**src/rtl/mandel_scan_dispatch.sv**
```systemverilog
// ---------------------------------------------------------------------------
// mandel_scan_dispatch
//
// This block scans a COLS x ROWS pixel tile in raster order. For each pixel it
// hands the complex coordinate to one of NUM_LANES external Mandelbrot
// iterator lanes. It collects each lane's escape count and writes the count to
// the frame-buffer write port, tagged with the linear pixel address
// (row*cols + col). Writes may arrive out of raster order. Every pixel is
// written exactly once.
//
// Optional feature: define MANDEL_SCAN_PERF_EN to add two performance
// counters:
//   perf_iter_total - sum of every escape count written out
//   perf_cycles     - number of cycles spent in RUN and DRAIN
//
// Ports:
//   clk, reset        clock; synchronous active-high reset
//   start             begin a scan (accepted only in IDLE)
//   init_x, init_y    signed top-left coordinate, latched on start
//   x_incr, y_incr    signed per-column / per-row step, latched on start
//   cols, rows        tile dimensions, latched on start
//   busy, done        scan in progress / last scan completed
//   lane_start        one-hot single-cycle dispatch pulse
//   lane_cr, lane_ci  shared coordinate bus, valid with lane_start
//   lane_done         per-lane completion pulse
//   lane_count        per-lane escape counts, valid with lane_done
//   wr_valid/ready    frame-buffer write handshake
//   wr_addr, wr_data  linear pixel address and escape count
// ---------------------------------------------------------------------------
module mandel_scan_dispatch #(
    parameter int NUM_LANES = 4,
    parameter int COORD_W   = 27,
    parameter int DIM_W     = 10,
    parameter int ADDR_W    = 17,
    parameter int ITER_W    = 10
) (
    input  logic                          clk,
    input  logic                          reset,
    input  logic                          start,
    input  logic signed [COORD_W-1:0]     init_x,
    input  logic signed [COORD_W-1:0]     init_y,
    input  logic signed [COORD_W-1:0]     x_incr,
    input  logic signed [COORD_W-1:0]     y_incr,
    input  logic        [DIM_W-1:0]       cols,
    input  logic        [DIM_W-1:0]       rows,
    output logic                          busy,
    output logic                          done,
    output logic        [NUM_LANES-1:0]   lane_start,
    output logic signed [COORD_W-1:0]     lane_cr,
    output logic signed [COORD_W-1:0]     lane_ci,
    input  logic        [NUM_LANES-1:0]   lane_done,
    input  logic [NUM_LANES*ITER_W-1:0]   lane_count,
    output logic                          wr_valid,
    input  logic                          wr_ready,
    output logic        [ADDR_W-1:0]      wr_addr,
    output logic        [ITER_W-1:0]      wr_data
`ifdef MANDEL_SCAN_PERF_EN
    ,
    output logic        [31:0]            perf_iter_total,
    output logic        [31:0]            perf_cycles
`endif
);

    localparam int LANE_W = (NUM_LANES > 1) ? $clog2(NUM_LANES) : 1;

    typedef enum logic [1:0] {
        S_IDLE,
        S_RUN,
        S_DRAIN
    } state_t;

    state_t state, state_next;

    // View registers, captured on start.
    logic signed [COORD_W-1:0] init_x_q, x_incr_q, y_incr_q;
    logic        [DIM_W-1:0]   cols_q, rows_q;

    // Scan position.
    logic signed [COORD_W-1:0] cur_x, cur_y;
    logic        [DIM_W-1:0]   col, row;
    logic        [ADDR_W-1:0]  pix_addr;

    // Per-lane bookkeeping. A lane stays busy from dispatch until its result
    // has been accepted by the frame buffer.
    logic [NUM_LANES-1:0] lane_busy, pending;
    logic [ADDR_W-1:0]    tag    [NUM_LANES];
    logic [ITER_W-1:0]    result [NUM_LANES];

    // Writeback arbitration.
    logic [LANE_W-1:0] rr_ptr, wr_sel;

    // Combinational decisions.
    logic              free_valid, grant_valid;
    logic [LANE_W-1:0] free_idx, grant_idx;
    logic              dispatch, line_end, last_pix;
    logic              start_scan, start_empty, done_set, wr_fire;

    assign wr_fire  = wr_valid && wr_ready;
    // End-of-line detection uses the integer column counter. Coordinates are
    // never compared.
    assign line_end = (col == cols_q - DIM_W'(1));
    assign last_pix = line_end && (row == rows_q - DIM_W'(1));

    // Pick the lowest-index lane that is idle.
    always_comb begin
        // NOTE: give every combinational output a default value first, so no
        // path through the block leaves it unassigned and infers a latch.
        free_valid = 1'b0;
        free_idx   = '0;
        for (int i = 0; i < NUM_LANES; i++) begin
            if (!free_valid && !lane_busy[i]) begin
                free_valid = 1'b1;
                free_idx   = LANE_W'(i);
            end
        end
    end

    // Round-robin search over pending results, starting at rr_ptr.
    always_comb begin
        grant_valid = 1'b0;
        grant_idx   = '0;
        for (int k = 0; k < NUM_LANES; k++) begin
            if (!grant_valid && pending[(int'(rr_ptr) + k) % NUM_LANES]) begin
                grant_valid = 1'b1;
                grant_idx   = LANE_W'((int'(rr_ptr) + k) % NUM_LANES);
            end
        end
    end

    // FSM state register.
    always_ff @(posedge clk) begin
        // NOTE: sequential state uses non-blocking assignments, so every
        // register samples values from before the clock edge.
        if (reset) state <= S_IDLE;
        else       state <= state_next;
    end

    // FSM next-state logic and dispatch outputs.
    always_comb begin
        state_next  = state;
        dispatch    = 1'b0;
        start_scan  = 1'b0;
        start_empty = 1'b0;
        done_set    = 1'b0;
        lane_start  = '0;
        lane_cr     = '0;
        lane_ci     = '0;
        busy        = (state != S_IDLE);
        case (state)
            S_IDLE: begin
                if (start) begin
                    // A start with an empty tile completes at once, with
                    // no dispatches and no writes.
                    if (cols == '0 || rows == '0) begin
                        start_empty = 1'b1;
                    end else begin
                        start_scan = 1'b1;
                        state_next = S_RUN;
                    end
                end
            end
            S_RUN: begin
                if (free_valid) begin
                    dispatch   = 1'b1;
                    lane_start = NUM_LANES'(1) << free_idx;
                    lane_cr    = cur_x;
                    lane_ci    = cur_y;
                    if (last_pix) state_next = S_DRAIN;
                end
            end
            S_DRAIN: begin
                // A lane with a granted write is still pending, so this test
                // also waits for the final handshake.
                if (lane_busy == '0 && pending == '0) begin
                    state_next = S_IDLE;
                    done_set   = 1'b1;
                end
            end
            default: state_next = S_IDLE;
        endcase
    end

    // Datapath: scan counters, lane bookkeeping and the writeback register.
    always_ff @(posedge clk) begin
        if (reset) begin
            done      <= 1'b0;
            init_x_q  <= '0;
            x_incr_q  <= '0;
            y_incr_q  <= '0;
            cols_q    <= '0;
            rows_q    <= '0;
            cur_x     <= '0;
            cur_y     <= '0;
            col       <= '0;
            row       <= '0;
            pix_addr  <= '0;
            lane_busy <= '0;
            pending   <= '0;
            rr_ptr    <= '0;
            wr_sel    <= '0;
            wr_valid  <= 1'b0;
            wr_addr   <= '0;
            wr_data   <= '0;
            // NOTE: these per-lane arrays are a handful of flops, not RAM,
            // so resetting them costs nothing and keeps the outputs
            // deterministic.
            for (int i = 0; i < NUM_LANES; i++) begin
                tag[i]    <= '0;
                result[i] <= '0;
            end
        end else begin
            if (start_scan) begin
                init_x_q <= init_x;
                x_incr_q <= x_incr;
                y_incr_q <= y_incr;
                cols_q   <= cols;
                rows_q   <= rows;
                cur_x    <= init_x;
                cur_y    <= init_y;
                col      <= '0;
                row      <= '0;
                pix_addr <= '0;
                done     <= 1'b0;
            end
            if (start_empty || done_set) done <= 1'b1;

            // Advance the raster position after each dispatch. Coordinates
            // wrap at COORD_W and are never saturated.
            if (dispatch) begin
                tag[free_idx] <= pix_addr;
                pix_addr      <= pix_addr + ADDR_W'(1);
                if (line_end) begin
                    col   <= '0;
                    cur_x <= init_x_q;
                    row   <= row + DIM_W'(1);
                    cur_y <= cur_y + y_incr_q;
                end else begin
                    col   <= col + DIM_W'(1);
                    cur_x <= cur_x + x_incr_q;
                end
            end

            for (int i = 0; i < NUM_LANES; i++) begin
                if (dispatch && free_idx == LANE_W'(i)) lane_busy[i] <= 1'b1;
                // Ignore a completion on an idle lane, or on a lane whose
                // result is still waiting to be written.
                if (lane_done[i] && lane_busy[i] && !pending[i]) begin
                    result[i]  <= lane_count[i*ITER_W +: ITER_W];
                    pending[i] <= 1'b1;
                end
                // After the handshake the lane is free. It can take a new
                // pixel from the next cycle on.
                if (wr_fire && wr_sel == LANE_W'(i)) begin
                    pending[i]   <= 1'b0;
                    lane_busy[i] <= 1'b0;
                end
            end

            // The write is registered. It is loaded only when the port is
            // empty, so wr_addr and wr_data hold steady until wr_ready.
            if (wr_fire) begin
                wr_valid <= 1'b0;
            end else if (!wr_valid && grant_valid) begin
                wr_valid <= 1'b1;
                wr_sel   <= grant_idx;
                wr_addr  <= tag[grant_idx];
                wr_data  <= result[grant_idx];
                rr_ptr   <= (grant_idx == LANE_W'(NUM_LANES - 1)) ? '0
                                                                  : grant_idx + LANE_W'(1);
            end
        end
    end

`ifdef MANDEL_SCAN_PERF_EN
    // Both counters clear on an accepted start and hold their value in IDLE.
    always_ff @(posedge clk) begin
        if (reset || start_scan || start_empty) begin
            perf_iter_total <= '0;
            perf_cycles     <= '0;
        end else begin
            if (busy)    perf_cycles     <= perf_cycles + 32'd1;
            if (wr_fire) perf_iter_total <= perf_iter_total + 32'(wr_data);
        end
    end
`endif

endmodule
```
**config.mk**
```make
export PLATFORM = sky130hd
export DESIGN_NAME = mandel_scan_dispatch
export DESIGN_NICKNAME = d
export VERILOG_FILES = /design/src/rtl/mandel_scan_dispatch.sv
export SDC_FILE = /design/constraint.sdc
export NUM_CORES = 1
export LEC_CHECK = 0
export BUFFER_PORTS_ARGS = -buffer_cell sky130_fd_sc_hd__buf_2
export CAP_MARGIN = 20
export CORE_UTILIZATION = 40
export DETAILED_ROUTE_END_ITERATION = 7
export GPL_TIMING_DRIVEN = 0
export SYNTH_ARGS = -nofsm -noshare
export SYNTH_HDL_FRONTEND = slang
export SYNTH_SLANG_ARGS = --single-unit
```
**constraint.sdc**
```tcl
create_clock -name clk -period 3.1 [get_ports clk]
set_clock_uncertainty 0.1 [all_clocks]
set_input_delay 0.62 -clock clk [delete_from_list [all_inputs] [get_ports clk]]
set_output_delay 0.62 -clock clk [all_outputs]
set_load 0.05 [all_outputs]
```
==> results of run 1 <==
-- where the power goes --
| group | internal [mW] | total, mW | switching, mW |
|---|---|---|---|
| Combinational | 0.579 | 1.68 | 1.10 |
| Clock | 3.11 | 5.05 | 1.94 |
| Sequential | 4.86 | 5.03 | 0.163 |
-- cell type report --
class,instances,area [µm²],area share
antenna,1,2.50,0.000117
inverter,17,63.8,0.00298
tap,585,732,0.0342
clock buffer,47,1070,0.0499
buffer,135,689,0.0322
sequential,343,7950,0.372
timing repair buffer,273,1420,0.0662
multi-input combinational,1569,9160,0.428
clock inverter,22,305,0.0143
-- layout by cell type, fill, tap and decap left out, types with 9 or more instances in the layout --
master / n
nand2_1: 396
buf_2: 265
a21oi_1: 237
dfxtp_1: 231
nor2_1: 146
and2_1: 130
edfxtp_1: 108
clkbuf_1: 97
and3_1: 72
a311oi_1: 56
ha_1: 56
o21ai_0: 51
a211oi_1: 42
clkbuf_16: 42
a21o_1: 35
nand3_1: 34
xnor2_1: 34
xor2_1: 33
nor3_1: 31
a31oi_1: 24
inv_1: 16
clkbuf_2: 13
o21bai_1: 12
nand2b_1: 11
o21a_1: 11
a31o_2: 11
nor4_1: 10
mux2i_1: 10
clkinv_2: 10
buf_4: 9
-- logic make-up after synthesis --
group | Yosys count | share of synthesized area
AND/OR/NAND/NOR | 888 | 0.235
AO/OA/AOI/OAI | 538 | 0.191
flip-flops | 343 | 0.450
buffers and inverters | 156 | 0.0387
XOR/XNOR | 67 | 0.0332
adder cells (fa/ha/maj) | 59 | 0.0426
multiplexers | 17 | 0.0101
-- final timing paths --
path | startpoint | to | slack [ps]
min reg2reg | init_x_q[25]$_SDFFE_PP0P_ | init_x_q[25]$_SDFFE_PP0P_ | 360
min | y_incr[0] | y_incr_q[0]$_SDFFE_PP0P_ | 190
max | lane_busy[3]$_SDFFE_PP0P_ | lane_start[1] | 40
max reg2reg | cols_q[1]$_SDFFE_PP0P_ | row[5]$_SDFF_PP0_ | 110
-- state kept, by name, indices dropped and copies added, names as in the netlist, 2 cells and up, named ones only --
| register | count |
|---|---|
| state | 2 |
| tag | 68 |
| rows_q | 10 |
| row | 10 |
| pending | 4 |
| wr_data | 10 |
| pix_addr | 17 |
| result | 40 |
| lane_busy | 4 |
| col | 10 |
| y_incr_q | 27 |
| cur_x | 27 |
| x_incr_q | 27 |
| wr_sel | 2 |
| cur_y | 27 |
| cols_q | 10 |
| wr_addr | 17 |
| init_x_q | 27 |
-- layer usage --
| metal | vias up | global-route usage |
|---|---|---|
| met1 | 7721 | 0.326 |
| met3 | 116 | 0.0465 |
| met4 | 4 | 0.0972 |
| met2 | 586 | 0.418 |
| li1 | 7967 | - |
| met5 | - | 0 |
-- metrics by stage --
step | area, µm² | worst slack, ps | instances | util
detailed placement | 19700 | -583 | 2918 | 0.455
global placement | 19700 | -629 | 2916 | 0.455
CTS | 21200 | 5.88 | 2987 | 0.489
floorplan | 17700 | 265 | 2068 | -
finish | 21400 | 44.1 | 2992 | 0.493
global route | 21400 | -20.2 | 2991 | 0.493
-- timing repair --
item	4_1_cts	5_1_grt
buffers inserted	3	1
setup endpoints to repair	150	170
gates resized for setup	37	55
pin swaps	2	5
gates cloned	0	2
hold buffers	0	0
-- worst max-delay path, cell delays in order, from the launching register on --
cell	delay, ps
dfxtp_1	450
nand4_1	250
nand2_2	360
buf_2	370
nor2_1	100
buf_2	230
==> flow_metrics.py, run 1 <==
metrics = {
    "floorplan": {
        "start_util": 0.408,
        "core.rowCount": 76,
        "core_um2": 43400,
        "ios": 264,
        "die_y_um": 212,
        "die_x_um": 212,
        "die-area_um2": 45000,
    },
    "detailed_routing": {
        "via_per_inst": 5.48,
        "wl_met2_um": 26700,
        "highest_layer": "met5",
        "routedWlPerCell_um": 19.2,
        "drt_pass1_iterations": 8,
        "initialDrtViolationCount": 1134,
        "routedLengthMet1_um": 24600,
        "wl_met3_um": 4070,
        "vias": 16400,
        "ant_nets": 0,
        "wl_um": 57400,
        "drc": 0,
    },
    "clock_network": {
        "htree_levels": 2,
        "clock_sinks": 343,
        "root_buffer": "clkbuf_16",
        "insertion_delay_ps": 570,
        "cts_tree": "yes",
        "cts_made_buffers": 40,
        "cts_buffer_depth": 3,
        "clk_pin_slew_ps": 60,
    },
    "pwr": {
        "powerDensity_nw_per_um2": 550,
        "max-vdd-ir-drop_mv": 0.276,
        "power_mw": 11.8,
        "p_leak_nw": 9.07,
    },
    "worst_hold_path": {
        "holdCritPathClass": "input port to flip-flop",
        "min_path_cells": 3,
    },
    "yosys": {
        "synthCells": 2068,
        "synth-edff-count": 108,
        "ys_ff_latch": 343,
        "postSynthAreaPerCell_um2": 8.55,
        "yosysMostFrequentCell": "nand2_1",
        "synth_top_area_share": 0.266,
        "synth_seq_area_share": 0.450,
        "synthTopCellsByArea": "dfxtp_1, edfxtp_1, nand2_1, a21oi_1, and2_1",
        "syn_area_um2": 17700,
        "async_flop_share": 0,
        "ys_types": 63,
        "synthesis.nets": 2303,
        "ys.flop_type": "dfxtp_1",
        "yosys_warnings": 0,
        "ys_top_cells_by_count": "nand2_1, a21oi_1, dfxtp_1, nor2_1, and2_1",
        "yosysTopAreaCell": "dfxtp_1",
    },
    "timing": {
        "setup-tns-final_ps": 0,
        "max_freq_ghz": 0.327,
        "tightestPinTransition_ps": 1070,
        "drv_slew": 0,
        "finalSetupViolations": 0,
        "finalCritPeriodShare": 0.986,
        "hold_viol_final": 0,
        "worst_hold_slack_ps": 187,
        "rsz0062_at_grt": "true",
        "min_period_ps": 3060,
        "relSlewSlack": 0.284,
    },
    "worst_setup_path": {
        "cp.required_ps": 2380,
        "cp_max_fo": 12,
        "path_class": "flip-flop to output port",
        "cp-end-kind": "output port",
        "crit_arrival_ps": 2340,
        "start_kind": "flip-flop",
        "ff2ff_path_depth": 13,
    },
    "run_status": {
        "status": "complete, no violations",
    },
    "global_routing": {
        "grt_pass1_wl_um": 87700,
        "grtUsageTotal": 0.253,
        "antenna_found_initial": 2,
        "first_global_vias": 15900,
        "overflow": 0,
        "grt_max_degree": 20,
    },
    "placed_design": {
        "portBuffers": 263,
        "gp_congestion": 0.921,
        "dp_hpwl_um": 42000,
    },
    "final_layout": {
        "syn2layout_area_growth_pct": 21.1,
        "fillers": 4251,
        "drive_gt1_frac": 0.179,
        "layout.nets": 2614,
    },
    "job": {
        "max_cap_violations": 0,
    },
}
No activity file was read; power rests on OpenSTA's default activity.
==> inputs of run 2 (changes only) <==
CORE_UTILIZATION = 58   (was 40)
PLACE_DENSITY = 0.81   (was unset)
SKIP_LAST_GASP = 1   (was unset)
==> run 2 against run 1 <==
Net effect:
- clock power is 15% lower
- wire length is 6.9% lower
- first-iteration DRC count is 30% higher
- via count is 3.3% higher
- sequential cell count stayed put
- setup slack worse by 31 ps
- worst hold slack better by 41 ps
- count of clock-buffer cells in the layout is 5 higher
- global-route usage is 8.1 points higher
- critical path depth is 1 higher
- sequential power hardly changed
- design area is 1.8% lower
- largest cell class unchanged
- largest power group is now sequential cells
==> flow_metrics.py, run 2 (synthesis gave the netlist of run 1 again) <==
metrics = {
    "run_status": {
        "status": "complete, no violations",
    },
    "global_routing": {
        "grt_pass1_wl_um": 82000,
        "first_global_vias": 16000,
        "antenna_found_initial": 2,
        "grt_max_degree": 18,
        "overflow": 0,
        "grtUsageTotal": 0.333,
    },
    "placed_design": {
        "gp_congestion": 0.940,
        "place_area_um2": 19500,
        "dp_hpwl_um": 38200,
        "pre_cts_slack_ps": -364,
        "portBuffers": 263,
        "dp.cells": 2721,
    },
    "clock_network": {
        "insertion_delay_ps": 530,
        "cts_made_buffers": 38,
        "holdBufCountCts": 0,
        "clock_sinks": 343,
        "clk_pin_slew_ps": 60,
        "cts_buffer_depth": 3,
        "htree_levels": 2,
        "root_buffer": "clkbuf_16",
        "cts_tree": "yes",
    },
    "pwr": {
        "p_leak_nw": 9.01,
        "powerDensity_nw_per_um2": 524,
        "max-vdd-ir-drop_mv": 0.356,
        "power_mw": 11.0,
    },
    "detailed_routing": {
        "initialDrtViolationCount": 1473,
        "ant_nets": 0,
        "vias": 16900,
        "wl_um": 53400,
        "drc": 0,
        "routedWlPerCell_um": 19.0,
        "via_per_inst": 6.04,
        "drt_pass1_iterations": 6,
    },
    "timing": {
        "worst_hold_slack_ps": 227,
        "setup_slack_ps": 13.6,
        "finalSetupViolations": 0,
        "min_period_ps": 3090,
        "drv_slew": 0,
        "hold_viol_final": 0,
        "max_freq_ghz": 0.324,
        "rsz0062_at_grt": "true",
        "tightestPinTransition_ps": 1110,
        "finalCritPeriodShare": 0.996,
        "setup-tns-final_ps": 0,
        "relSlewSlack": 0.256,
    },
    "floorplan": {
        "die_y_um": 177,
        "core_um2": 29800,
        "die_x_um": 177,
        "core.rowCount": 63,
        "die-area_um2": 31200,
        "ios": 264,
        "start_util": 0.593,
    },
    "worst_setup_path": {
        "cp-end-kind": "output port",
        "worstPathCellList": "inv_1 > nor2_2 > nand2_4 > buf_2 > nor2_1 > buf_2",
        "crit_start": "state[0]$_SDFFE_PP0P_",
        "crit_family": "simple AND/OR/NAND/NOR gates",
        "cp_slowest_cell": "dfxtp_1",
        "start_kind": "flip-flop",
        "cp_max_fo": 12,
        "critPathBufInv": 3,
        "path_class": "flip-flop to output port",
        "cp_slowest_stage_delay_ps": 360,
        "reg2reg_slack_ps": 70,
        "cp.required_ps": 2380,
        "critPathMostFrequentCell": "buf_2",
        "worstReg2RegStart": "cols_q[0]$_SDFFE_PP0P_",
        "crit_arrival_ps": 2370,
    },
    "final_layout": {
        "fin_cells": 2805,
        "layout.nets": 2621,
        "layout_commonest_cell": "nand2_1",
        "final_cell_mix": "nand2_1, buf_2, a21oi_1",
        "largestRegisters": "tag: 68 flops, result: 40 flops",
        "syn2layout_area_growth_pct": 18.9,
        "top_register": "tag",
        "largest_reg_flops": 68,
        "drive_gt1_frac": 0.180,
        "fin_area_um2": 21000,
        "utilization": 0.705,
    },
    "worst_hold_path": {
        "holdCritPathClass": "input port to flip-flop",
        "holdCritStartpoint": "x_incr[12]",
    },
    "job": {
        "max_cap_violations": 0,
    },
}
==> run 2: per-layer routing <==
layer  wire [µm]  vias up  GRT usage
met1       21000     7987      0.411
met3        4640      163     0.0504
met4        2360        2      0.160
met5           9        -          0
met2       25400      811      0.569
li1            -     7968          -
==> run 2: report_power, final <==
part	internal (mW)	switching [mW]	total (mW)
registers	4.86	0.163	5.03
clock network	2.47	1.83	4.30
logic	0.585	1.10	1.68
==> run 2: path summary, 6_finish.rpt <==
check,depth (start not counted),end
min reg2reg,2,init_x_q[17]$_SDFFE_PP0P_
max reg2reg,14,row[8]$_SDFF_PP0_
min,3,x_incr_q[12]$_SDFFE_PP0P_
max,6,lane_start[1]
==> run 2: cell type report <==
class / count / area, µm²
clock inverter: 16 / 81.3
clock buffer: 52 / 1090
sequential: 343 / 7950
tap: 390 / 488
inverter: 17 / 66.3
buffer: 136 / 653
antenna: 1 / 2.50
fill: 2418 / 8780
multi-input combinational: 1570 / 9190
timing repair buffer: 280 / 1480
==> run 2: tightest hold or removal path: stages <==
cell and delay, ps:
buf_2 90, nand2_1 40, a21oi_1 50
==> run 2: repair_timing <==
action | 4_1_cts | 5_1_grt
endpoints found under the setup margin | 154 | 134
buffers inserted | 4 | 10
gates resized for setup | 27 | 59
gates cloned | 0 | 3
pin swaps | 3 | 8
==> inputs of run 3 (changes only) <==
CORE_UTILIZATION = 60   (was 58)
CTS_BUF_LIST = sky130_fd_sc_hd__clkbuf_8   (was unset)
PLACE_DENSITY = 0.83   (was 0.81)
==> run 3 against run 2 <==
Net effect:
- total power shrank 5.3%
- combinational power about the same
- first-iteration DRC count decreased by 13%
- clock power is 13% lower
- non-clock buffer count shrank 7
- maximum frequency grew 1.6%
- sequential cell count is the same
- wire length fell by 1.7%
- largest cell class unchanged
==> flow_metrics.py, run 3 (synthesis gave the netlist of run 1 again) <==
metrics = {
    "worst_setup_path": {
        "cp-end-kind": "output port",
        "cp.required_ps": 2380,
        "path_class": "flip-flop to output port",
        "crit_arrival_ps": 2320,
        "cp_max_fo": 10,
        "cp_slowest_stage_delay_ps": 450,
        "start_kind": "flip-flop",
        "cp_slowest_cell": "buf_1",
        "worstPathCellList": "inv_1 > nor2_4 > buf_1 > and3_1 > buf_2",
    },
    "timing": {
        "rsz0062_at_grt": "true",
        "finalSetupViolations": 0,
        "worst_hold_slack_ps": 162,
        "min_period_ps": 3040,
        "relSlewSlack": 0.298,
        "max_freq_ghz": 0.329,
        "hold_viol_final": 0,
        "tightestPinTransition_ps": 1050,
        "drv_slew": 0,
        "finalCritPeriodShare": 0.980,
    },
    "global_routing": {
        "overflow": 0,
        "grtUsageTotal": 0.339,
        "antenna_found_initial": 1,
        "grt_max_degree": 18,
        "grt_pass1_wl_um": 82100,
        "first_global_vias": 16200,
    },
    "clock_network": {
        "clk_pin_slew_ps": 70,
        "insertion_delay_ps": 600,
        "cts_tree": "yes",
        "root_buffer": "clkbuf_8",
        "clock_sinks": 343,
        "htree_levels": 2,
        "cts_buffer_depth": 3,
        "holdBufCountCts": 0,
        "cts_made_buffers": 54,
    },
    "final_layout": {
        "syn2layout_area_growth_pct": 17.7,
        "largest_reg_flops": 68,
        "largestRegisters": "tag: 68 flops, result: 40 flops",
        "top_register": "tag",
        "layout_commonest_cell": "nand2_1",
        "layout.nets": 2629,
        "drive_gt1_frac": 0.180,
        "fin_cells": 2820,
        "fillers": 2283,
        "final_cell_mix": "nand2_1, buf_2, a21oi_1",
    },
    "pwr": {
        "p_leak_nw": 9.01,
        "max-vdd-ir-drop_mv": 0.291,
        "powerDensity_nw_per_um2": 501,
        "power_mw": 10.4,
    },
    "detailed_routing": {
        "drc": 0,
        "ant_nets": 0,
        "drt_pass1_iterations": 5,
        "routedWlPerCell_um": 18.6,
        "via_per_inst": 5.97,
        "vias": 16800,
        "initialDrtViolationCount": 1280,
        "wl_um": 52500,
    },
    "floorplan": {
        "die_y_um": 174,
        "die_x_um": 174,
        "core_um2": 28900,
        "die-area_um2": 30100,
        "ios": 264,
        "core.rowCount": 62,
        "start_util": 0.612,
    },
    "placed_design": {
        "portBuffers": 263,
        "dp.cells": 2715,
        "gp_congestion": 0.920,
        "dp_hpwl_um": 37800,
    },
    "worst_hold_path": {
        "holdCritPathClass": "input port to flip-flop",
    },
    "job": {
        "max_cap_violations": 0,
    },
    "run_status": {
        "status": "complete, no violations",
    },
}
[run 3: area by class of cell]
type | count | area [µm²] | area share
clock inverter | 31 | 154 | 0.00740
sequential | 343 | 7960 | 0.383
clock buffer | 65 | 895 | 0.0430
tap | 384 | 480 | 0.0231
inverter | 17 | 66.3 | 0.00319
timing repair buffer | 273 | 1420 | 0.0680
multi-input combinational | 1569 | 9170 | 0.441
buffer | 136 | 663 | 0.0319
antenna | 2 | 5.00 | 0.000241
[run 3: worst max-delay path, delay by kind of cell (launching register included)]
family                 cells  cell delay, ps
buffers and inverters      3             840
DFF                        1             360
and+or+nand+nor            2             530
[run 3: worst paths after layout]
check | slack (ps) | start | depth (start not counted) | endpoint
worst min register to register | 360 | init_x_q[7]$_SDFFE_PP0P_ | 2 | init_x_q[7]$_SDFFE_PP0P_
worst max register to register | 90 | cols_q[0]$_SDFFE_PP0P_ | 12 | cur_x[25]$_SDFFE_PP0P_
worst min-delay path | 160 | x_incr[13] | 3 | x_incr_q[13]$_SDFFE_PP0P_
worst max-delay path | 60 | state[0]$_SDFFE_PP0P_ | 5 | lane_cr[24]
[run 3: routing by layer]
layer,global-route usage,vias up,share of wire
li1,-,8005,-
met1,0.425,7816,0.40
met2,0.563,833,0.47
met3,0.0577,170,0.090
met4,0.178,0,0.047
met5,0,-,0
[run 3: what timing repair did]
action,4_1_cts,5_1_grt
setup endpoints to repair,157,130
buffers inserted,3,4
cloned,0,1
pin swaps,2,8
resized for setup,31,66
[run 3: per-stage QoR]
step                worst slack [ps]   util  instance area [µm²]  setup TNS [ps]
CTS                            -81.2  0.714                20600           -81.2
floorplan                        265      -                17700               0
global placement                -376  0.675                19500          -20460
finish                          60.9  0.721                20800               0
detailed placement              -365  0.675                19500          -23490
global route                   -12.7  0.721                20800           -35.1
[run 3: report_power, final]
| part | leakage, nW | switching (mW) | internal (mW) | total, mW |
|---|---|---|---|---|
| Clock | 0.638 | 1.76 | 1.97 | 3.73 |
| Combinational | 5.32 | 1.08 | 0.580 | 1.66 |
| Sequential | 3.05 | 0.167 | 4.86 | 5.03 |
| Total | 9.01 | 3.01 | 7.41 | 10.4 |
